$ cat src/rtl/serial_adder_ctrl.sv
// Bit-serial adder controller.
// One Full_Adder is stepped over WIDTH clock cycles, LSB first. Operands are
// captured on an accepted start, shifted right once per RUN cycle, and the
// result bits enter the partial-sum register at its MSB. After WIDTH RUN
// cycles, sum/cout are loaded and done pulses for one cycle.

// Single-bit full adder used as the serial datapath.
module Full_Adder (
  input  logic a,
  input  logic b,
  input  logic c,
  output logic sum,
  output logic carry
);

  assign sum   = a ^ b ^ c;
  assign carry = (a & b) | (c & (a ^ b));

endmodule

module serial_adder_ctrl #(
  parameter int unsigned WIDTH = 8
) (
  input  logic             clk,
  input  logic             rst_n,
  input  logic             start,
  input  logic [WIDTH-1:0] a,
  input  logic [WIDTH-1:0] b,
  input  logic             cin,
  output logic             busy,
  output logic             done,
  output logic [WIDTH-1:0] sum,
  output logic             cout
);

  localparam int unsigned     CW   = $clog2(WIDTH + 1);
  localparam logic [CW-1:0]   LAST = CW'(WIDTH - 1);

  typedef enum logic [1:0] {
    IDLE = 2'b00,
    RUN  = 2'b01,
    DONE = 2'b10
  } state_t;

  state_t           state_q, state_d;
  logic [WIDTH-1:0] a_q, a_d;
  logic [WIDTH-1:0] b_q, b_d;
  logic [WIDTH-1:0] ps_q, ps_d;
  logic             carry_q, carry_d;
  logic [CW-1:0]    cnt_q, cnt_d;
  logic [WIDTH-1:0] sum_q, sum_d;
  logic             cout_q, cout_d;

  logic             fa_sum;
  logic             fa_carry;
  logic [WIDTH-1:0] ps_shift;

  Full_Adder u_fa (
    .a     (a_q[0]),
    .b     (b_q[0]),
    .c     (carry_q),
    .sum   (fa_sum),
    .carry (fa_carry)
  );

  // Partial sum with this cycle's bit at the MSB; written as shift/or so
  // WIDTH = 1 needs no special-cased slice.
  always_comb begin
    ps_shift = (ps_q >> 1) | (WIDTH'(fa_sum) << (WIDTH - 1));
  end

  // Next-state and datapath control; every register holds by default.
  always_comb begin
    state_d = state_q;
    a_d     = a_q;
    b_d     = b_q;
    ps_d    = ps_q;
    carry_d = carry_q;
    cnt_d   = cnt_q;
    sum_d   = sum_q;
    cout_d  = cout_q;

    unique case (state_q)
      IDLE: begin
        if (start) begin
          a_d     = a;
          b_d     = b;
          carry_d = cin;
          cnt_d   = '0;
          state_d = RUN;
        end
      end

      RUN: begin
        a_d     = a_q >> 1;
        b_d     = b_q >> 1;
        ps_d    = ps_shift;
        carry_d = fa_carry;
        cnt_d   = cnt_q + CW'(1);
        if (cnt_q == LAST) begin
          sum_d   = ps_shift;
          cout_d  = fa_carry;
          state_d = DONE;
        end
      end

      DONE: begin
        state_d = IDLE;
      end

      default: begin
        state_d = IDLE;
      end
    endcase
  end

  // State and datapath registers; async reset clears everything.
  always_ff @(posedge clk or negedge rst_n) begin
    if (!rst_n) begin
      state_q <= IDLE;
      a_q     <= '0;
      b_q     <= '0;
      ps_q    <= '0;
      carry_q <= 1'b0;
      cnt_q   <= '0;
      sum_q   <= '0;
      cout_q  <= 1'b0;
    end else begin
      state_q <= state_d;
      a_q     <= a_d;
      b_q     <= b_d;
      ps_q    <= ps_d;
      carry_q <= carry_d;
      cnt_q   <= cnt_d;
      sum_q   <= sum_d;
      cout_q  <= cout_d;
    end
  end

  // Status decoded straight from registered state.
  always_comb begin
    busy = (state_q == RUN);
    done = (state_q == DONE);
    sum  = sum_q;
    cout = cout_q;
  end

endmodule

$ cat config.mk
export PLATFORM = sky130hd
export DESIGN_NAME = serial_adder_ctrl
export DESIGN_NICKNAME = d
export VERILOG_FILES = /design/src/rtl/serial_adder_ctrl.sv
export SDC_FILE = /design/constraint.sdc
export NUM_CORES = 1
export LEC_CHECK = 0
export ABC_AREA = 1
export CORE_MARGIN = 2
export CORE_UTILIZATION = 55
export DETAILED_ROUTE_END_ITERATION = 8
export HOLD_SLACK_MARGIN = 0.08
export PLACE_DENSITY = 0.84
export SLEW_MARGIN = 20
export SYNTH_ARGS = -nofsm -noshare
export SYNTH_HDL_FRONTEND = slang
export SYNTH_SLANG_ARGS = --single-unit
$ cat constraint.sdc
create_clock -name clk -period 2.7 [get_ports clk]
set_input_delay 0.81 -clock clk [delete_from_list [all_inputs] [get_ports clk]]
set_output_delay 0.81 -clock clk [all_outputs]
set_load 0.005 [all_outputs]
==> results of run 1 <==
==> state kept, by name (all words and copies together) (netlist names) <==
name / cells
ps_q: 7
a_q: 8
cnt_q: 4
b_q: 8
carry_q: 1
state_q: 2
cout: 1
sum: 8
==> cell usage after synthesis (all sizes together) <==
cell,instances,share of area [%]
nand3,47,14
nand2,70,16
o21bai,1,0.44
nor2,4,1.5
fa,1,1.2
dfrtp,39,58
nand4,1,0.37
buf,10,4.4
o21ai,8,2.4
ha,1,0.74
inv,7,1.7
==> cell type report <==
type	instances	area share [%]
sequential	39	47.6
multi-input combinational	133	30.1
timing repair buffer	33	15.5
clock buffer	8	3.36
tap	33	2.01
inverter	7	1.40
==> power groups by stage <==
stage                     Sequential (mW)  Combinational, mW  Clock, mW
after floorplan                     0.979              0.545          0
after detailed placement             1.01              0.793          0
after CTS                           0.997              0.797      0.346
final                               0.995              0.787      0.334
after global placement              0.991              0.752          0
after global routing                 1.03              0.912      0.373
==> kinds of logic (layout without fill, tap and decap cells) <==
kind of cell / count (synthesis) / in the layout / synth area share [%]
compound gates: 9 / 9 / 2.80
fa+ha+maj: 2 / 2 / 1.92
buf+inv: 17 / 48 / 6.05
flops: 39 / 39 / 57.6
simple gates: 122 / 122 / 31.7
==> through the flow <==
stage	util, %	hold slack, ps	area (µm²)
global route	68.3	518	2050
floorplan	-	450	1700
CTS	68.3	484	2050
detailed placement	66.0	458	1980
global placement	66.0	453	1980
finish	68.3	478	2050
==> critical path, cell delays in order, from the launching register on <==
cell and delay [ps]:
dfrtp_1 460, nand2_2 110, inv_4 60, clkdlybuf4s50_1 490
==> routing by layer <==
metal | up-vias | track usage [%] | routed length, µm
met5 | - | 0 | 0
met4 | 0 | 7.62 | 40
met3 | 6 | 6.77 | 158
met2 | 40 | 36.9 | 1650
met1 | 625 | 24.9 | 1320
li1 | 674 | - | -
==> path summary, 6_finish.rpt <==
path	start	end	slack [ps]	cells after the start
setup / recovery	state_q[0]	busy	440	3
hold / removal	sum[3]	sum[3]	480	2
setup reg to reg	cnt_q[0]	sum[2]	1150	6
hold reg to reg	sum[3]	sum[3]	480	2
max in group asynchronous	rst_n	b_q[1]	1610	1
min in group asynchronous	rst_n	sum[4]	550	1
==> key figures, run 1 <==
Final layout
  • Commonest non-fill, non-tap cell in the layout: nand2_1
  • Layout area overhead: 20.9%
  • Commonest non-fill, non-tap cells in the layout: nand2_1 (67), nand3_1 (47), dfrtp_1 (39)
  • Post-Layout Cell Count: approximately 250
  • Register area: 976 µm²
  • Fillers: 258
  • Share of cells above drive strength 1: between 8 and 9%
  • Final Net Count: roughly 240
  • N_diodes: 0
  • Multi-input logic area: between 600 and 700 µm²

Worst setup path
  • CP Max Fanout: 3
  • Crit. End Element: output pin
  • WS Path Type: flop to output pin
  • WP data required: 1890 ps
  • WP data arrival: approximately 1500 ps
  • Critical path startpoint category: flop

Clock tree
  • CTS Buf Count: 5
  • CTS Sinks: 39
  • Post-CTS Setup Bufs: 0
  • Htree depth: 2
  • Post-CTS Hold Buffers: 0
  • CTS tree: built
  • Clock slew at reported path FFs: around 110 ps
  • Clock Path Buffers: 2
  • Clock latency on the worst-skew pair: roughly 340 ps
  • # resized after CTS: 0
  • Clock root cell: clkbuf_4

STA
  • Final setup margin: 441 ps
  • Setup_tns: 0 ps
  • Tmin final: between 2000 and 2500 ps
  • Final Cycle Share: 83.7%
  • Slew HR: 44.3%
  • RSZ-0062 raised after global routing: no
  • Worst Tran Pin Value: about 830 ps
  • Highest clock rate: 443 MHz
  • Hold Fails Final Rpt: 0
  • Slew Limit Fails: 0
  • Layout Skew: between 8 and 9 ps
  • Final setup vio count: 0

Synthesis
  • Synth warn: 0
  • Synthesized cell area: approximately 1700 µm²
  • Post-synthesis sequential area ratio: 57.6%
  • Distinct cells, synth: 18
  • Synthesized flop and latch total: 39
  • Cells after Synth: 189
  • Syn_nets: around 210
  • Mean Syn Cell Area: approximately 9 µm²

Floorplanning
  • Die area: between 3000 and 4000 µm²
  • Die Wd: 59.5 µm
  • FP Rows: 20
  • # IOs: 31
  • Die height: approximately 60 µm
  • Starting density of the core: 56.5%
  • Core ar.: approximately 3000 µm²

GRT
  • First-pass GRT wire length: around 5500 µm
  • Largest net degree at the start of global routing: 40
  • Initial antenna violation count: 0
  • Gr ovfl total: 0
  • Vias in the first global route: approximately 1300
  • GRT Util Overall: 21.4%

Min path
  • HP Class: flop to flop

Power and ir drop
  • Internal: approximately 1.3 mW
  • Power per cell area: between 1000 and 1500 nW/µm²
  • Comb power frac: between 30% and 40%
  • Power share of the clock group: roughly 16%
  • Seq pwr share: between 40% and 50%
  • Pleak: 1.00 nW
  • Psw: 0.774 mW
  • Sw Share: roughly 37%
  • Total Power: 2.12 mW
  • Maximum VDD drop: just under 600 µV

Route
  • DRT iter0 DRCs: 52
  • Vias per cell: roughly 5.3
  • Post-Route WL: roughly 3200 µm
  • Post-DRT Antenna Nets: 0
  • Drc violations: 0
  • Vias: around 1300
  • Pre-antenna DRT Iters: 5
  • Routed wire per std cell: 12.5 µm

Placement
  • Buffers added on ports: 30
  • GPL Wtd Cong: slightly above 0.7
  • Dpl cells: 245
  • Place WS: 741 ps
  • Detailed Place HPWL: between 2000 and 2500 µm

Run status
  • Status: finished, final reports clean

Flow run
  • Max Cap Viol: 0
Power figures use the tool's default switching activity.
==> run 2, diff against run 1 <==
--- a/config.mk
+++ b/config.mk
@@ -7,10 +7,10 @@
 export LEC_CHECK = 0
 export ABC_AREA = 1
 export CORE_MARGIN = 2
-export CORE_UTILIZATION = 55
+export CORE_UTILIZATION = 46
 export DETAILED_ROUTE_END_ITERATION = 8
 export HOLD_SLACK_MARGIN = 0.08
-export PLACE_DENSITY = 0.84
+export PLACE_DENSITY = 0.75
 export SLEW_MARGIN = 20
 export SYNTH_ARGS = -nofsm -noshare
 export SYNTH_HDL_FRONTEND = slang
==> constraint.sdc (replaced) <==
create_clock -name clk -period 2.05 [get_ports clk]
set_input_delay 0.615 -clock clk [delete_from_list [all_inputs] [get_ports clk]]
set_output_delay 0.615 -clock clk [all_outputs]
set_load 0.005 [all_outputs]
==> run 2 against run 1 <==
Compared with the run above: critical path depth down 1; combinational power up 31%; register-to-register slack worse by 690 ps; largest cell class unchanged; critical endpoint is now done.
==> key figures, run 2 (same netlist as run 1, synthesis figures left out) <==
Clock tree
  • Clock root cell: clkbuf_8
  • # resized after CTS: 0
  • CTS Buf Count: 5
  • Clock latency on the worst-skew pair: slightly below 300 ps
  • Post-CTS Hold Buffers: 0
  • Clock Path Buffers: 2
  • Clock slew at reported path FFs: ~70 ps
  • CTS tree: built
  • Post-CTS Setup Bufs: 0
  • CTS Sinks: 39
  • Htree depth: 2

Placement
  • Area post-placement: about 2000 µm²
  • Dpl cells: roughly 260
  • Place WS: 264 ps
  • GPL Wtd Cong: about 0.8
  • Detailed Place HPWL: 2020 µm
  • Buffers added on ports: 30

Route
  • Vias: 1334
  • Pre-antenna DRT Iters: 4
  • Drc violations: 0
  • Post-DRT Antenna Nets: 0
  • Post-Route WL: roughly 3200 µm
  • Vias per cell: between 4 and 5
  • Routed wire per std cell: ~12 µm
  • DRT iter0 DRCs: approximately 110

STA
  • Final setup vio count: 0
  • Highest clock rate: 504 MHz
  • RSZ-0062 raised after global routing: no
  • Slew HR: about two thirds
  • Tmin final: ~2000 ps
  • Setup_tns: 0 ps
  • Final setup margin: roughly 67 ps
  • Layout Skew: ~2.6 ps
  • Final Cycle Share: a little over nine tenths
  • WHS: roughly 380 ps
  • Hold Fails Final Rpt: 0
  • Worst Tran Pin Value: between 400 and 500 ps
  • Slew Limit Fails: 0

Worst setup path
  • Slowest cell on crit path: clkdlybuf4s50_1
  • Delay-heaviest family, CP: buffers and inverters
  • Crit. End Element: output pin
  • WP data arrival: between 1000 and 1500 ps
  • Critical path startpoint category: flop
  • Worst path bufs/invs: 1
  • Critical-path cell list: nor2_2 > clkdlybuf4s50_1
  • WP data required: roughly 1400 ps
  • CP Max Fanout: 3
  • WS Path Type: flop to output pin
  • CP max stage delay: 500 ps

Floorplanning
  • FP Rows: 22
  • Starting density of the core: a little under half
  • # IOs: 31
  • Die area: 4190 µm²
  • Die height: approximately 65 µm
  • Die Wd: 64.7 µm
  • Core ar.: about 3600 µm²

GRT
  • Largest net degree at the start of global routing: 40
  • Gr ovfl total: 0
  • First-pass GRT wire length: 5820 µm
  • GRT Util Overall: 18.1%
  • Vias in the first global route: between 1000 and 1500
  • Initial antenna violation count: 0

Run status
  • Status: finished, final reports clean

Power and ir drop
  • Pleak: 1.01 nW
  • Power per cell area: approximately 1300 nW/µm²
  • Total Power: around 2.8 mW
  • Maximum VDD drop: ~850 µV

Min path
  • HP Class: input port to async pin

Final layout
  • Layout area overhead: 23.0%
  • N_diodes: 0
  • Commonest non-fill, non-tap cells in the layout: nand2_1 (67), nand3_1 (47), dfrtp_1 (39)
  • Commonest non-fill, non-tap cell in the layout: nand2_1
  • Final Instance Area: roughly 2100 µm²
  • Fin util: between 50% and 60%
  • Final Net Count: 242
  • Fillers: 343
  • Post-Layout Cell Count: about 270
  • Share of cells above drive strength 1: under 10%

Flow run
  • Max Cap Viol: 0
## run 2: cell count changes in the layout (fill, tap and decap cells not counted)
| cell | delta |
|---|---|
| clkbuf_4 | -5 |
| clkbuf_8 | +3 |
| buf_4 | +1 |
| clkdlybuf4s50_1 | -1 |
| dlymetal6s2s_1 | +1 |
| nor2_1 | -1 |
| nor2_2 | +1 |
## run 2: cell type report
class                      count  area (µm²)  area share (%)
clock buffer                   6        72.6            3.48
inverter                       7        28.8            1.38
multi-input combinational    133         619            29.7
sequential                    39         976            46.8
tap                           48        60.1            2.88
timing repair buffer          34         328            15.7
## run 2: metal layers
metal	wire, µm	track usage, %	part of all wire, %	vias up
met2	1480	27.7	46	28
li1	-	-	-	672
met4	49	7.18	1.5	0
met5	0	0	0	-
met3	120	4.34	3.7	5
met1	1560	24.7	49	629
## run 2: final timing paths
path / start / endpoint / slack (ps) / cells past startpoint
setup / recovery: state_q[0] / done / 70 / 2
hold / removal: rst_n / sum[0] / 380 / 2
hold reg to reg: sum[5] / sum[5] / 470 / 2
setup reg to reg: cnt_q[0] / sum[3] / 460 / 6
max in group asynchronous: rst_n / a_q[0] / 1330 / 2
min in group clk: sum[5] / sum[5] / 470 / 2
## run 2: report_power, final
group | total [mW] | internal, mW | switching [mW]
clock network | 0.467 | 0.227 | 0.241
registers | 1.30 | 1.10 | 0.204
logic | 1.03 | 0.464 | 0.564
==> run 3, diff against run 2 <==
--- a/config.mk
+++ b/config.mk
@@ -6,7 +6,6 @@
 export NUM_CORES = 1
 export LEC_CHECK = 0
 export ABC_AREA = 1
-export CORE_MARGIN = 2
 export CORE_UTILIZATION = 46
 export DETAILED_ROUTE_END_ITERATION = 8
 export HOLD_SLACK_MARGIN = 0.08
==> run 3 against run 2 <==
Compared with the run above: fmax hardly changed; die area is 6.1% lower; final cell count is 0.75% higher; sequential power hardly changed; global-route usage is 1.0 points higher.
==> key figures, run 3 (same netlist as run 1, synthesis figures left out) <==
STA
  • Slew HR: around 67%
  • Worst Tran Pin Value: roughly 490 ps
  • Hold Fails Final Rpt: 0
  • RSZ-0062 raised after global routing: no
  • Layout Skew: 6.30 ps
  • Final setup vio count: 0
  • Slew Limit Fails: 0
  • Tmin final: between 1500 and 2000 ps
  • Setup_tns: 0 ps
  • Final Cycle Share: 96.7%
  • Highest clock rate: a little over 500 MHz

Route
  • Routed wire per std cell: roughly 12 µm
  • Post-DRT Antenna Nets: 0
  • Vias per cell: around 5
  • Pre-antenna DRT Iters: 4
  • DRT iter0 DRCs: 66
  • Drc violations: 0
  • Vias: about 1300
  • Post-Route WL: between 3000 and 4000 µm

GRT
  • Gr ovfl total: 0
  • Initial antenna violation count: 0
  • GRT Util Overall: around a fifth
  • Vias in the first global route: 1197
  • Largest net degree at the start of global routing: 40
  • First-pass GRT wire length: around 5600 µm

Worst setup path
  • WP data required: approximately 1400 ps
  • Critical path startpoint category: flop
  • CP Max Fanout: 3
  • Crit. End Element: output pin
  • WP data arrival: ~1400 ps
  • WS Path Type: flop to output pin

Placement
  • GPL Wtd Cong: around 0.7
  • Buffers added on ports: 30
  • Area post-placement: 2010 µm²
  • Detailed Place HPWL: 1980 µm

Power and ir drop
  • Power per cell area: roughly 1400 nW/µm²
  • Total Power: slightly above 3 mW
  • Maximum VDD drop: around 940 µV
  • Pleak: 1.04 nW

Final layout
  • Fin util: 62.3%
  • N_diodes: 0
  • Layout area overhead: 26.4%
  • Final Net Count: roughly 240
  • Share of cells above drive strength 1: 10.3%
  • Commonest non-fill, non-tap cell in the layout: nand2_1
  • Commonest non-fill, non-tap cells in the layout: nand2_1 (67), nand3_1 (47), dfrtp_1 (38)
  • Final Instance Area: 2140 µm²

Clock tree
  • CTS Sinks: 39
  • CTS Buf Count: 5
  • Clock Path Buffers: 2
  • Clock slew at reported path FFs: 80 ps
  • CTS tree: built
  • Clock latency on the worst-skew pair: around 300 ps
  • Clock root cell: clkbuf_8
  • Htree depth: 2

Floorplanning
  • Die height: around 63 µm
  • Die Wd: approximately 63 µm
  • Core ar.: between 3000 and 4000 µm²
  • Die area: around 3900 µm²
  • FP Rows: 21
  • # IOs: 31
  • Starting density of the core: 49.3%

Run status
  • Status: finished, final reports clean

Flow run
  • Max Cap Viol: 0

Min path
  • HP Class: input port to async pin
==> run 3: metal layers <==
metal	vias up	routed length (µm)	GRT usage [%]	part of all wire, %
li1	680	-	-	-
met1	620	1490	26.0	46
met2	39	1520	27.3	47
met3	6	176	6.93	5.4
met4	0	42	8.14	1.3
met5	-	0	0	0
==> run 3: power by group <==
| part | switching [mW] | total [mW] | internal (mW) | leakage [nW] |
|---|---|---|---|---|
| clock | 0.273 | 0.667 | 0.394 | 0.0612 |
| sequential | 0.204 | 1.30 | 1.10 | 0.495 |
| combinational | 0.572 | 1.06 | 0.485 | 0.482 |
| total | 1.05 | 3.03 | 1.98 | 1.04 |
==> run 3: what timing repair did <==
action,CTS,global route
endpoints found under the setup margin,0,2
gates resized for setup,0,2
hold buffers,0,0
buffers inserted,0,1
==> run 3: area by class of cell <==
class	instances	area, µm²
fill	310	1300
sequential	39	977
multi-input combinational	133	622
timing repair buffer	36	340
clock buffer	6	82.6
tap	46	57.6
clock inverter	2	35.0
inverter	7	28.8
==> run 3: final timing paths <==
| path | slack [ps] | cells past startpoint | endpoint | start |
|---|---|---|---|---|
| setup / recovery | 70 | 4 | busy | state_q[1] |
| hold / removal | 360 | 2 | ps_q[1] | rst_n |
| setup reg to reg | 660 | 7 | sum[1] | state_q[1] |
| hold reg to reg | 470 | 2 | sum[7] | sum[7] |
| max in group asynchronous | 1330 | 2 | state_q[0] | rst_n |
| min in group clk | 470 | 2 | sum[7] | sum[7] |
==> run 3: stage by stage <==
stage / std cells / worst slack (ps) / hold slack (ps)
2_1_floorplan: 189 / 713 / 319
3_3_place_gp: 260 / 270 / 453
3_5_place_dp: 260 / 263 / 457
4_1_cts: 268 / 23.0 / 372
5_1_grt: 269 / 3.71 / 398
6_report: 269 / 66.9 / 363
==> run 3: critical path, stage by stage, from the launching register on <==
cell and delay [ps]:
dfrtp_1 380, inv_2 90, nand2_4 60, inv_4 50
clkdlybuf4s50_1 480
